`config.mk`:
```
export PLATFORM = sky130hd
export DESIGN_NAME = disp_7_seg_rx
export DESIGN_NICKNAME = d
export VERILOG_FILES = /design/src/rtl/disp_7_seg_pkg.sv /design/src/rtl/seg_decode.sv /design/src/rtl/disp_7_seg_rx.sv
export SDC_FILE = /design/constraint.sdc
export NUM_CORES = 1
export LEC_CHECK = 0
export ABC_CLOCK_PERIOD_IN_PS = 8300
export BUFFER_PORTS_ARGS = -buffer_cell sky130_fd_sc_hd__buf_2
export CAP_MARGIN = 25
export CORE_MARGIN = 4
export CORE_UTILIZATION = 40
export CTS_BUF_LIST = sky130_fd_sc_hd__clkbuf_2
export DETAILED_ROUTE_END_ITERATION = 8
export PLACE_DENSITY = 0.56
export SETUP_SLACK_MARGIN = 0.1
export SYNTH_ARGS = -nofsm -noshare
export SYNTH_HDL_FRONTEND = slang
export SYNTH_HIERARCHICAL = 1
export SYNTH_SLANG_ARGS = --single-unit
```
`constraint.sdc`:
```
create_clock -name CLK100MHZ -period 8.3 [get_ports CLK100MHZ]
set_clock_uncertainty 0.05 [all_clocks]
set_input_delay 1.245 -clock CLK100MHZ [delete_from_list [all_inputs] [get_ports CLK100MHZ]]
set_output_delay 1.245 -clock CLK100MHZ [all_outputs]
set_load 0.02 [all_outputs]
```
`src/rtl/disp_7_seg_pkg.sv`:
```
// Shared glyph patterns, digit codes and FSM state type for the 7-segment display path.
// Glyph patterns are active-high {g,f,e,d,c,b,a}.
package disp_7_seg_pkg;

  localparam logic [4:0] CODE_BLANK   = 5'd16;
  localparam logic [4:0] CODE_MINUS   = 5'd17;
  localparam logic [4:0] CODE_INVALID = 5'd31;

  localparam logic [6:0] GLYPH_0     = 7'h3F;
  localparam logic [6:0] GLYPH_1     = 7'h06;
  localparam logic [6:0] GLYPH_2     = 7'h5B;
  localparam logic [6:0] GLYPH_3     = 7'h4F;
  localparam logic [6:0] GLYPH_4     = 7'h66;
  localparam logic [6:0] GLYPH_5     = 7'h6D;
  localparam logic [6:0] GLYPH_6     = 7'h7D;
  localparam logic [6:0] GLYPH_7     = 7'h07;
  localparam logic [6:0] GLYPH_8     = 7'h7F;
  localparam logic [6:0] GLYPH_9     = 7'h6F;
  localparam logic [6:0] GLYPH_A     = 7'h77;
  localparam logic [6:0] GLYPH_B     = 7'h7C;
  localparam logic [6:0] GLYPH_C     = 7'h39;
  localparam logic [6:0] GLYPH_D     = 7'h5E;
  localparam logic [6:0] GLYPH_E     = 7'h79;
  localparam logic [6:0] GLYPH_F     = 7'h71;
  localparam logic [6:0] GLYPH_MINUS = 7'h40;
  localparam logic [6:0] GLYPH_BLANK = 7'h00;

  typedef enum logic [1:0] {
    ST_WAIT = 2'd0,
    ST_EVAL = 2'd1,
    ST_HOLD = 2'd2
  } rx_state_e;

  function automatic logic is_one_hot(input logic [7:0] bits);
    return (bits != 8'd0) && ((bits & (bits - 8'd1)) == 8'd0);
  endfunction

  function automatic logic [2:0] one_hot_index(input logic [7:0] bits);
    logic [2:0] idx;
    idx = 3'd0;
    for (int i = 0; i < 8; i++) begin
      if (bits[i]) idx = 3'(i);
    end
    return idx;
  endfunction

  // A frame counts as clean only if none of its eight slots holds the invalid code.
  function automatic logic frame_has_invalid(input logic [39:0] frame);
    logic bad;
    bad = 1'b0;
    for (int i = 0; i < 8; i++) begin
      if (frame[5*i +: 5] == CODE_INVALID) bad = 1'b1;
    end
    return bad;
  endfunction

endpackage

```
`src/rtl/seg_decode.sv`:
```
// Combinational glyph decoder: active-high segment pattern {g,f,e,d,c,b,a} to 5-bit digit code.
module seg_decode
  import disp_7_seg_pkg::*;
(
  input  logic [6:0] seg_on,
  output logic [4:0] code
);

  always_comb begin
    code = CODE_INVALID;
    case (seg_on)
      GLYPH_0:     code = 5'd0;
      GLYPH_1:     code = 5'd1;
      GLYPH_2:     code = 5'd2;
      GLYPH_3:     code = 5'd3;
      GLYPH_4:     code = 5'd4;
      GLYPH_5:     code = 5'd5;
      GLYPH_6:     code = 5'd6;
      GLYPH_7:     code = 5'd7;
      GLYPH_8:     code = 5'd8;
      GLYPH_9:     code = 5'd9;
      GLYPH_A:     code = 5'd10;
      GLYPH_B:     code = 5'd11;
      GLYPH_C:     code = 5'd12;
      GLYPH_D:     code = 5'd13;
      GLYPH_E:     code = 5'd14;
      GLYPH_F:     code = 5'd15;
      GLYPH_BLANK: code = CODE_BLANK;
      GLYPH_MINUS: code = CODE_MINUS;
      default:     code = CODE_INVALID;
    endcase
  end

endmodule

```
`src/rtl/disp_7_seg_rx.sv`:
```
// Receive-side monitor for a multiplexed 8-digit 7-segment display: decodes scanned glyphs into frames.
// Optional scan-stall detector is built when DISP_RX_TIMEOUT_EN is defined.
module disp_7_seg_rx
  import disp_7_seg_pkg::*;
#(
  parameter int unsigned STABLE_CYCLES  = 16,
  parameter int unsigned TIMEOUT_CYCLES = 262144
) (
  input  logic        CLK100MHZ,
  input  logic        CPU_RESETN,
  input  logic [7:0]  AN,
  input  logic [6:0]  seg,
  output logic [39:0] digits,
  output logic        frame_valid,
  output logic [2:0]  cur_index,
  output logic        multi_an_err,
  output logic        glyph_err,
  output logic        stalled
);

  if ((STABLE_CYCLES < 2) || (STABLE_CYCLES > 255) || (TIMEOUT_CYCLES < 1)) begin : g_bad_params
    $error("disp_7_seg_rx: STABLE_CYCLES must be 2..255 and TIMEOUT_CYCLES at least 1");
  end

  localparam logic [7:0] STABLE_MAX = 8'(STABLE_CYCLES - 1);

  logic [14:0] meta_q, meta_d;
  logic [14:0] sync_q, sync_d;
  logic [14:0] prev_q, prev_d;
  logic [14:0] held_q, held_d;
  logic [7:0]  cnt_q, cnt_d;
  rx_state_e   state_q, state_d;
  logic [39:0] shadow_q, shadow_d;
  logic [7:0]  seen_q, seen_d;
  logic [39:0] digits_q, digits_d;
  logic        frame_valid_q, frame_valid_d;
  logic [2:0]  cur_index_q, cur_index_d;
  logic        multi_q, multi_d;
  logic        glyph_q, glyph_d;

  logic        in_change;
  logic [7:0]  an_on;
  logic [6:0]  seg_on;
  logic [4:0]  dec_code;
  logic [2:0]  an_idx;
  logic [7:0]  seen_next;
  logic        stalled_w;

  // Decode works from prev_q, the last sample that belonged to the stable run.
  assign in_change = (sync_q != prev_q);
  assign an_on     = ~prev_q[14:7];
  assign seg_on    = ~prev_q[6:0];
  assign an_idx    = one_hot_index(an_on);

  seg_decode u_seg_decode (
    .seg_on (seg_on),
    .code   (dec_code)
  );

  always_comb begin
    meta_d = {AN, seg};
    sync_d = meta_q;
    prev_d = sync_q;
    cnt_d  = cnt_q;
    if (in_change) begin
      cnt_d = 8'd0;
    end else if (cnt_q != STABLE_MAX) begin
      cnt_d = cnt_q + 8'd1;
    end
  end

  always_comb begin
    state_d       = state_q;
    held_d        = held_q;
    shadow_d      = shadow_q;
    seen_next     = seen_q;
    digits_d      = digits_q;
    frame_valid_d = 1'b0;
    cur_index_d   = cur_index_q;
    multi_d       = 1'b0;
    glyph_d       = glyph_q;

    case (state_q)
      ST_WAIT: begin
        if (!in_change && (cnt_q == STABLE_MAX)) state_d = ST_EVAL;
      end

      ST_EVAL: begin
        state_d = ST_HOLD;
        held_d  = prev_q;
        if (is_one_hot(an_on)) begin
          for (int i = 0; i < 8; i++) begin
            if (an_idx == 3'(i)) shadow_d[5*i +: 5] = dec_code;
          end
          seen_next   = seen_q | (8'd1 << an_idx);
          cur_index_d = an_idx;
          if (dec_code == CODE_INVALID) glyph_d = 1'b1;
          if (seen_next == 8'hFF) begin
            digits_d      = shadow_d;
            frame_valid_d = 1'b1;
            seen_next     = 8'd0;
            if (!frame_has_invalid(shadow_d)) glyph_d = 1'b0;
          end
        end else if (an_on != 8'd0) begin
          multi_d = 1'b1;
        end
      end

      ST_HOLD: begin
        // Compare against the evaluated sample so a change that landed during EVAL still releases HOLD.
        if (sync_q != held_q) state_d = ST_WAIT;
      end

      default: state_d = ST_WAIT;
    endcase

    seen_d = stalled_w ? 8'd0 : seen_next;
  end

  always_ff @(posedge CLK100MHZ or negedge CPU_RESETN) begin
    if (!CPU_RESETN) begin
      meta_q        <= '1;
      sync_q        <= '1;
      prev_q        <= '1;
      held_q        <= '1;
      cnt_q         <= '0;
      state_q       <= ST_WAIT;
      shadow_q      <= '0;
      seen_q        <= '0;
      digits_q      <= '0;
      frame_valid_q <= 1'b0;
      cur_index_q   <= '0;
      multi_q       <= 1'b0;
      glyph_q       <= 1'b0;
    end else begin
      meta_q        <= meta_d;
      sync_q        <= sync_d;
      prev_q        <= prev_d;
      held_q        <= held_d;
      cnt_q         <= cnt_d;
      state_q       <= state_d;
      shadow_q      <= shadow_d;
      seen_q        <= seen_d;
      digits_q      <= digits_d;
      frame_valid_q <= frame_valid_d;
      cur_index_q   <= cur_index_d;
      multi_q       <= multi_d;
      glyph_q       <= glyph_d;
    end
  end

`ifdef DISP_RX_TIMEOUT_EN
  localparam int TO_W_RAW = $clog2(TIMEOUT_CYCLES + 1);
  localparam int TO_W     = (TO_W_RAW > 18) ? TO_W_RAW : 18;
  localparam logic [TO_W-1:0] TO_LIMIT = TO_W'(TIMEOUT_CYCLES);

  logic [TO_W-1:0] to_cnt_q, to_cnt_d;
  logic            an_change;

  // Counts cycles since the anodes last moved, saturating at the limit.
  assign an_change = (sync_q[14:7] != prev_q[14:7]);

  always_comb begin
    to_cnt_d = to_cnt_q;
    if (an_change) begin
      to_cnt_d = '0;
    end else if (to_cnt_q != TO_LIMIT) begin
      to_cnt_d = to_cnt_q + 1'b1;
    end
  end

  always_ff @(posedge CLK100MHZ or negedge CPU_RESETN) begin
    if (!CPU_RESETN) begin
      to_cnt_q <= '0;
    end else begin
      to_cnt_q <= to_cnt_d;
    end
  end

  assign stalled_w = (to_cnt_q == TO_LIMIT);
`else
  assign stalled_w = 1'b0;
`endif

  assign digits       = digits_q;
  assign frame_valid  = frame_valid_q;
  assign cur_index    = cur_index_q;
  assign multi_an_err = multi_q;
  assign glyph_err    = glyph_q;
  assign stalled      = stalled_w;

endmodule

```
==> metrics.md, run 1 <==
| Metric | Value |
|---|---|
| Status | finished clean |
| Min-delay src | meta_q[1] |
| Number of nets in the layout | 666 |
| Slew HR | 0.205 |
| Hold Path Class | flop to flop |
| Clk pin slew, worst setup/hold paths | 0.22 ns |
| Required @ worst endpoint | 8.91 ns |
| Top-count cell post-synth | mux2_2 |
| Post-CTS setup repair buffer count | 0 |
| Tcrit/Tclk final | 0.391 |
| Yosys Warn Count | 6 |
| Hold Path Depth | 0 |
| Area growth from synthesis to layout | 8.79% |
| CTS tree | built |
| Async SR Flop Fraction | 1.00 |
| Fillcell total | 1697 |
| Drt first-iter violations | between 200 and 250 |
| LEAKAGE | 3.88 nW |
| Post-Place Setup Slack | between 5 and 6 ns |
| Crit Path Max Fanout | 13 |
| DRC viols | 0 |
| Die extent in y | about 140 um |
| RSZ-0062 raised after global routing | false |
| Final WL | approximately 15 mm |
| Clock sinks | ~160 |
| Crit path launch type | flop |
| Layout cells sized above 1 | 0.430 |
| Total global routing overflow | 0 |
| First-pass GRT wire length | roughly 25 mm |
| Hold path endpoint | prev_d[1] |
| Seq/Total Area, Yosys | 0.560 |
| Main synth FF type | dfrtp_1 |
| Chip Width | ~140 um |
| Synth top cells by count | mux2_2, dfrtp_1, dfstp_2 |
| Finished Core Util | 0.447 |
| Pin count of the biggest net entering global routing | 93 |
| Fin. Hold Viols | 0 |
| Worst skew pair latency | between 0.7 and 0.8 ns |
| Root buf cell | clkbuf_2 |
| Worst hold margin | 0.322 ns |
| Power density cells | approximately 160 mW/mm2 |
| Die area | approximately 0.021 mm2 |
| Yosys top cell area share | 0.349 |
| Hold_buf cts | 0 |
| R2R setup slack | between 5 and 6 ns |
| Htree depth | 4 |
| Max rail drop VDD | about 0.068 mV |
| Initial Util | 0.411 |
| Sequential share of power | 0.631 |
| Gates resized, CTS repair | 0 |
| Cell Area, Synth | between 0.007 and 0.008 mm2 |
| GRT met2 Usage | 0.238 |
| Core Rows | 49 |
| Routed WL per cell | 16.9 um |
| #FFs+latches synth | ~160 |
| Largest buffer count on any clock path | 2 |
| Worst reg2reg path depth | 5 |
| Crit path from | prev_q[9] |
| Logic pwr share | 0.056 |
| Switching pwr | ~0.00034 W |
| Grt peak-use layer | met2 |
| Clock network power share | 0.312 |
| Crit. End Element | flop |
| Met1 GRT Util | 0.217 |
| Worst r2r src | prev_q[9] |
| Fin Setup TNS | 0 ns |
| Synth area leader | dfrtp_1 |
| Ranking of synthesized cells by area | dfrtp_1, dfstp_2, mux2_2 |
| Vias | ~4700 |
| Unique masters post-synth | 63 |
| Tmin final | between 3 and 4 ns |
| Initial antenna violation count | 1 |
| Endpoint of the worst register-to-register path | shadow_q[29] |
| Number of max-cap violations | 0 |
| GRT Overall Usage | 0.154 |
| Syn_nets | between 600 and 700 |
| Dpl hpwl | 10.3 mm |
| Vias in the first global route | about 4900 |
| Max-slew violations | 0 |
| Gp weighted congestion | roughly 0.81 |
| Pint | roughly 0.00098 W |
| Mean Syn Cell Area | roughly 13 um2 |
| Setup ws final | between 5 and 6 ns |
| Crit path kind | flop to flop |
| Antenna-violating nets left | 0 |
| Number of enable flip-flop cells after synthesis | 0 |
| Cts bufs inserted | 17 |
| Sw Share | 0.257 |
| CORE AREA | 0.0181 mm2 |
| TritonRoute pass-1 iters | 4 |
| Post-Syn Instances | just under 600 |
| M3 GR Usage | 0.0374 |
| IO buf count | between 60 and 70 |
| I/O pins | between 60 and 70 |
| Routed via count divided by cell count | 5.24 |
| Setup Viol. Count Final | 0 |
| Crit path arrival time | 3.85 ns |
| Maximum clock rate | 308 MHz |
| Measured slew at the worst slew-check pin | 1.19 ns |
## per-stage QoR
stage,power (W),area [um2],instances
floorplan,0.000890,7460,596
CTS,0.00135,8110,890
global placement,0.000922,7880,858
global route,0.00139,8110,891
detailed placement,0.000924,7880,858
finish,0.00132,8110,891
## layout by cell type, fill, tap and decap left out, types with 3 or more instances in the layout
cell type,count
a21oi_1,15
a32o_1,3
a41oi_1,4
and2_1,4
and3_1,8
and4_1,3
buf_2,61
buf_4,5
clkbuf_2,19
clkinv_2,3
clkinvlp_4,3
dfrtp_1,104
dfstp_2,60
inv_1,21
mux2_2,116
nand2_1,39
nand2b_1,3
nand3_1,20
nand4_1,12
nor2_1,20
nor2b_1,7
nor3_1,12
nor4_1,5
o21ai_0,20
o22ai_1,3
xnor2_1,13
xor2_1,23
## how the worst max path moves through the flow
stage                        end  slack (ns)  depth (start not counted)
floorplan              digits[0]        5.67                          8
global placement      digits[20]        5.13                          6
detailed placement    digits[39]        5.10                          6
CTS                   digits[30]        5.08                          6
global route        shadow_q[34]        4.90                          5
finish              shadow_q[29]        5.05                          5
## sequential cells by signal (all words and copies together) (netlist names)
| register | cells |
|---|---|
| cnt_q | 8 |
| prev_q | 15 |
| cur_index | 3 |
| shadow_q | 40 |
| state_q | 2 |
| glyph_err | 1 |
| seen_q | 8 |
| meta_q | 15 |
| frame_valid | 1 |
| prev_d | 15 |
| digits | 40 |
| held_q | 15 |
| multi_an_err | 1 |
## power by group through the flow
stage          Sequential (W)  Combinational, W  Clock, W
2_1_floorplan        0.000840         0.0000505         0
3_3_place_gp         0.000848         0.0000743         0
3_5_place_dp         0.000848         0.0000759         0
4_1_cts              0.000836         0.0000762  0.000435
5_1_grt              0.000838         0.0000844  0.000468
6_report             0.000836         0.0000748  0.000414
## cell type report
type	instances	area, um2	share of cell area
sequential	164	4180	0.515
multi-input combinational	377	2990	0.368
timing repair buffer	67	354	0.0436
tap	229	287	0.0353
clock inverter	13	131	0.0162
clock buffer	19	95.1	0.0117
inverter	21	78.8	0.00972
antenna	1	2.50	0.000308
## layer usage
metal	vias up	wire length, um
met4	0	204
met5	-	0
met2	74	7040
met3	17	538
li1	2226	-
met1	2352	7290
## cells by family after synthesis
group           Yosys count  synth area share
xor+xnor                 36            0.0423
fa+ha+maj                 2           0.00302
flops                   164             0.560
compound gates           66            0.0587
other cells               1          0.000503
buf+inv                  55            0.0393
mux                     120             0.181
simple gates            152             0.115
## worst max-delay path: stages, from the launching register on
cell     delay [ns]
dfstp_2        0.73
and4_1         0.32
nand4_1        0.15
a32oi_1        1.00
nand3_1        0.52
mux2_2         0.41
Note: power is estimated with default switching activity, not from simulation.
==> inputs of run 2 (changes only) <==
- ABC_CLOCK_PERIOD_IN_PS: 8300 -> 3350
- clock period: 8.3 -> 3.35 ns (I/O delays scaled with it)
==> metrics.md, run 2 (synthesized netlist as in run 1, its figures left out) <==
| Metric | Value |
|---|---|
| Number of max-cap violations | 0 (unchanged) |
| Slew HR | 0.307 (+0.102) |
| Drt first-iter violations | 231 (-2.9%) |
| Die extent in y | 145 um (unchanged) |
| Max-slew violations | 0 (unchanged) |
| Crit Path Max Fanout | 50 (+37) |
| R2R setup slack | 0.37 ns (-4.68 ns) |
| Routed WL per cell | 16.7 um (-0.97%) |
| Total global routing overflow | 0 (unchanged) |
| CP peak stage delay | 0.76 ns (-0.24 ns) |
| Die area | 0.0209 mm2 (unchanged) |
| Grt peak-use layer | met2 |
| Crit path kind | flop to flop |
| Slowest CP cell | dfstp_2 |
| WP buf/inv | 1 (+1) |
| TritonRoute pass-1 iters | 4 (unchanged) |
| Layout cells sized above 1 | 0.424 (-0.00568) |
| Tmin final | 2.98 ns (-0.266 ns) |
| CTS tree | built |
| Largest buffer count on any clock path | 2 (unchanged) |
| Crit path launch type | flop |
| IO buf count | 62 (unchanged) |
| First-pass GRT wire length | 25.7 mm (+2.1%) |
| Final WL | 15.3 mm (+1.6%) |
| Measured slew at the worst slew-check pin | 1.04 ns (-0.153 ns) |
| Vias | 4744 (+1.6%) |
| Power density cells | 392 mW/mm2 (+140%) |
| Gp weighted congestion | 0.853 (+4.8%) |
| Setup Viol. Count Final | 0 (unchanged) |
| GRT met2 Usage | 0.242 (+0.00390) |
| Required @ worst endpoint | 3.92 ns (-4.99 ns) |
| Dpl hpwl | 10.7 mm (+3.2%) |
| Hold Path Class | input pin to async pin |
| Initial antenna violation count | 1 (unchanged) |
| Fin Setup TNS | 0 ns (unchanged) |
| CORE AREA | 0.0181 mm2 (unchanged) |
| Core Rows | 49 (unchanged) |
| Worst skew pair latency | 0.71 ns (-0.03 ns) |
| Fin area | 0.00834 mm2 (+2.9%) |
| Maximum clock rate | 336 MHz (+8.9%) |
| Pin count of the biggest net entering global routing | 91 (-2.2%) |
| Status | finished clean |
| Root buf cell | clkbuf_2 |
| Most common cell after layout, fill and taps aside | mux2_2 |
| Routed via count divided by cell count | 5.19 (-0.95%) |
| Worst hold margin | 0.124 ns (-0.198 ns) |
| GRT Overall Usage | 0.155 (+0.000727) |
| Met1 GRT Util | 0.213 (-0.00422) |
| Tcrit/Tclk final | 0.890 (+0.498) |
| DRC viols | 0 (unchanged) |
| CP top delay family | simple AND/OR/NAND/NOR gates |
| Crit path arrival time | 3.55 ns (-0.30 ns) |
| Placed Area | 0.00797 mm2 (+1.1%) |
| Cts bufs inserted | 17 (unchanged) |
| M3 GR Usage | 0.0420 (+0.00463) |
| Post-CTS setup repair buffer count | 0 (unchanged) |
| Max rail drop VDD | 0.171 mV (+150%) |
| Initial Util | 0.411 (unchanged) |
| LEAKAGE | 3.98 nW (+2.7%) |
| Clk pin slew, worst setup/hold paths | 0.24 ns (+0.02 ns) |
| Area growth from synthesis to layout | 11.9% |
| I/O pins | 64 (unchanged) |
| Vias in the first global route | 4969 (+2.1%) |
| Chip Width | 145 um (unchanged) |
| Fin. Hold Viols | 0 (unchanged) |
| Crit-path cells | and4_1, nand4_4, a2111o_1, nor4_4, buf_12, mux2_2 |
| Crit. End Element | flop |
| Antenna-violating nets left | 0 (unchanged) |
| Clock sinks | 164 (unchanged) |
| Number of nets in the layout | 690 (+3.6%) |
| Htree depth | 4 (unchanged) |
| RSZ-0062 raised after global routing | false |
| Most frequent cells in the layout | mux2_2, dfrtp_1, buf_2 |
==> run 2: worst reg2reg max path, stage by stage (launching register included) <==
cell and delay (ns):
dfstp_2 0.76, and4_1 0.46, nand4_4 0.20, a2111o_1 0.48, nor4_4 0.27, buf_12 0.30, mux2_2 0.39
==> run 2: power breakdown <==
group	total [W]	leakage, nW	internal, W	switching [W]
sequential	0.00207	2.08	0.00204	0.0000361
clock	0.000994	0.128	0.000336	0.000658
combinational	0.000207	1.77	0.0000793	0.000128
total	0.00327	3.98	0.00245	0.000822
==> run 2: layout make-up <==
cell class	count	area (um2)
clock buffer	20	100
tap	229	287
sequential	164	4180
antenna	1	2.50
timing repair buffer	91	599
multi-input combinational	377	2990
clock inverter	11	113
inverter	21	78.8
fill	1676	9800
==> run 2: layer usage <==
layer / share of wire / routed length, um / vias to the layer above
li1: - / - / 2266
met1: 0.48 / 7340 / 2391
met2: 0.47 / 7220 / 74
met3: 0.037 / 566 / 13
met4: 0.011 / 176 / 0
met5: 0 / 0 / -
==> run 2: path summary, 6_finish.rpt <==
| path | cells past startpoint | startpoint | to |
|---|---|---|---|
| min in group CLK100MHZ | 0 | meta_q[1] | prev_d[1] |
| max in group asynchronous | 3 | CPU_RESETN | shadow_q[2] |
| max reg2reg | 6 | prev_q[14] | digits[35] |
| min | 2 | CPU_RESETN | digits[32] |
| max | 6 | prev_q[14] | digits[35] |
| min reg2reg | 0 | meta_q[1] | prev_d[1] |
==> run 2: stage by stage <==
step                      setup slack [ns]  cells  utilization  power [W]
after detailed placement             0.359    866        0.439    0.00230
final                                0.370    914        0.460    0.00327
after global routing                 0.197    914        0.460    0.00343
after floorplan                      0.723    596            -    0.00221
after global placement               0.456    866        0.439    0.00229
after CTS                            0.351    913        0.460    0.00333
==> run 2: what timing repair did <==
action,CTS,global route
endpoints found under the hold margin,89,0
resized for setup,0,0
hold buffers,16,0
==> inputs of run 3 (changes only) <==
- CORE_MARGIN: 4 -> 1.5
==> metrics.md, run 3 (synthesized netlist as in run 1, its figures left out) <==
| Metric | Value |
|---|---|
| Status | finished with violations |
| Violated checks | design-rule violations |
| Required @ worst endpoint | 3.93 ns (about the same) |
| Most common cell after layout, fill and taps aside | mux2_2 |
| Pin count of the biggest net entering global routing | 82 (-9.9%) |
| GRT met2 Usage | 0.273 (+0.0312) |
| Maximum clock rate | 325 MHz (-3.1%) |
| Crit path launch type | flop |
| Final WL | 15.2 mm (-0.69%) |
| Number of max-cap violations | 0 (unchanged) |
| Die area | 0.0195 mm2 (-6.8%) |
| Max rail drop VDD | 0.165 mV (-3.0%) |
| Antenna-violating nets left | 0 (unchanged) |
| Tmin final | 3.08 ns (+0.0955 ns) |
| RSZ-0062 raised after global routing | false |
| Max-slew violations | 0 (unchanged) |
| Area of the multi-input gates | 0.00299 mm2 (unchanged) |
| Crit path arrival time | 3.66 ns (+0.11 ns) |
| Vias | 4747 (+0.063%) |
| Routed via count divided by cell count | 5.19 (about the same) |
| Clk pin slew, worst setup/hold paths | 0.24 ns (about the same) |
| Htree depth | 4 (unchanged) |
| Layout cells sized above 1 | 0.428 (+0.00376) |
| DRC viols | 2 (+2) |
| Root buf cell | clkbuf_2 |
| IO buf count | 62 (unchanged) |
| Measured slew at the worst slew-check pin | 1.00 ns (-0.0363 ns) |
| Chip Width | 140 um (-3.5%) |
| M3 GR Usage | 0.0389 (-0.00311) |
| Cts bufs inserted | 17 (unchanged) |
| Crit. End Element | flop |
| Grt peak-use layer | met2 |
| Crit-path cells | and4_1, nand4_4, a2111o_1, nor4_4, buf_12, mux2_2 |
| Initial Util | 0.411 (unchanged) |
| LEAKAGE | 3.99 nW (+0.25%) |
| Total global routing overflow | 0 (unchanged) |
| Die extent in y | 140 um (-3.5%) |
| Most frequent cells in the layout | mux2_2, dfrtp_1, buf_2 |
| GRT Overall Usage | 0.168 (+0.0128) |
| CORE AREA | 0.0181 mm2 (unchanged) |
| Fin Setup TNS | 0 ns (unchanged) |
| Area growth from synthesis to layout | 11.9% (about the same) |
| Setup Viol. Count Final | 0 (unchanged) |
| Slowest CP cell | dfstp_2 |
| Met1 GRT Util | 0.226 (+0.0134) |
| R2R setup slack | 0.27 ns (-0.10 ns) |
| CP peak stage delay | 0.79 ns (+0.03 ns) |
| Crit path kind | flop to flop |
| Power density cells | 397 mW/mm2 (+1.2%) |
| Vias in the first global route | 5035 (+1.3%) |
| First-pass GRT wire length | 26.0 mm (+1.3%) |
| Number of nets in the layout | 690 (unchanged) |
| Initial antenna violation count | 1 (unchanged) |
| Largest buffer count on any clock path | 2 (unchanged) |
| Crit Path Max Fanout | 50 (unchanged) |
| I/O pins | 64 (unchanged) |
| CP top delay family | simple AND/OR/NAND/NOR gates |
| Drt first-iter violations | 254 (+10%) |
| Core Rows | 49 (unchanged) |
| CTS tree | built |
| Tcrit/Tclk final | 0.918 (+0.0285) |
| TritonRoute pass-1 iters | 6 (+2) |
| Routed WL per cell | 16.6 um (-0.79%) |
| Gp weighted congestion | 0.788 (-7.6%) |
| Dpl hpwl | 10.4 mm (-2.4%) |
| Clock sinks | 164 (unchanged) |
| FF+latch area | 0.00418 mm2 (unchanged) |
| Hold Path Class | input pin to async pin |
| Fillcell total | 1668 (-0.48%) |
| Pwr Total | 0.00331 W (+1.2%) |
| Worst skew pair latency | 0.75 ns (+0.04 ns) |
| Fin. Hold Viols | 0 (unchanged) |
| Slew HR | 0.331 (+0.0242) |
| WP buf/inv | 1 (unchanged) |
| Gates resized, CTS repair | 0 (unchanged) |
-- run 3: routing by layer --
layer | share of wire | vias to the layer above
li1 | - | 2263
met1 | 0.49 | 2391
met2 | 0.47 | 81
met3 | 0.032 | 12
met4 | 0.010 | 0
met5 | 0 | -
-- run 3: where the power goes --
part           leakage (nW)  switching [W]  internal (W)
sequential             2.08      0.0000353       0.00204
clock                 0.142       0.000690      0.000347
combinational          1.77       0.000128     0.0000776
-- run 3: layout make-up --
class,count,area share
Antenna cell,1,0.000300
Clock buffer,19,0.0114
Timing Repair Buffer,91,0.0703
Multi-Input combinational cell,377,0.358
Inverter,21,0.00944
Clock inverter,13,0.0159
Sequential cell,164,0.501
Tap cell,229,0.0343
-- run 3: final timing paths --
check                      startpoint        end  cells past startpoint
min in group CLK100MHZ      meta_q[3]  prev_d[3]                      0
setup reg to reg           prev_q[14]  digits[1]                      6
hold / removal             CPU_RESETN  seen_q[2]                      2
setup / recovery           prev_q[14]  digits[1]                      6
hold reg to reg             meta_q[3]  prev_d[3]                      0
max in group asynchronous  CPU_RESETN  prev_d[1]                      3
-- run 3: stage by stage --
stage	area (um2)	instances	utilization	hold WS (ns)	worst slack [ns]
6_report	8350	915	0.460	0.304	0.275
5_1_grt	8350	915	0.460	0.217	0.110
3_3_place_gp	7960	866	0.438	0.297	0.453
2_1_floorplan	7460	596	-	0.157	0.723
4_1_cts	8340	914	0.460	0.255	0.288
3_5_place_dp	7960	866	0.438	0.297	0.346
-- run 3: worst register-to-register path: stages, from the launching register on --
cell and delay, ns:
dfstp_2 0.79, and4_1 0.47, nand4_4 0.20, a2111o_1 0.48, nor4_4 0.27, buf_12 0.30, mux2_2 0.40
-- run 3: what timing repair did --
item                      4_1_cts  5_1_grt
setup buffers                   0        0
hold endpoints to repair       81        0
hold buffers                   16        0
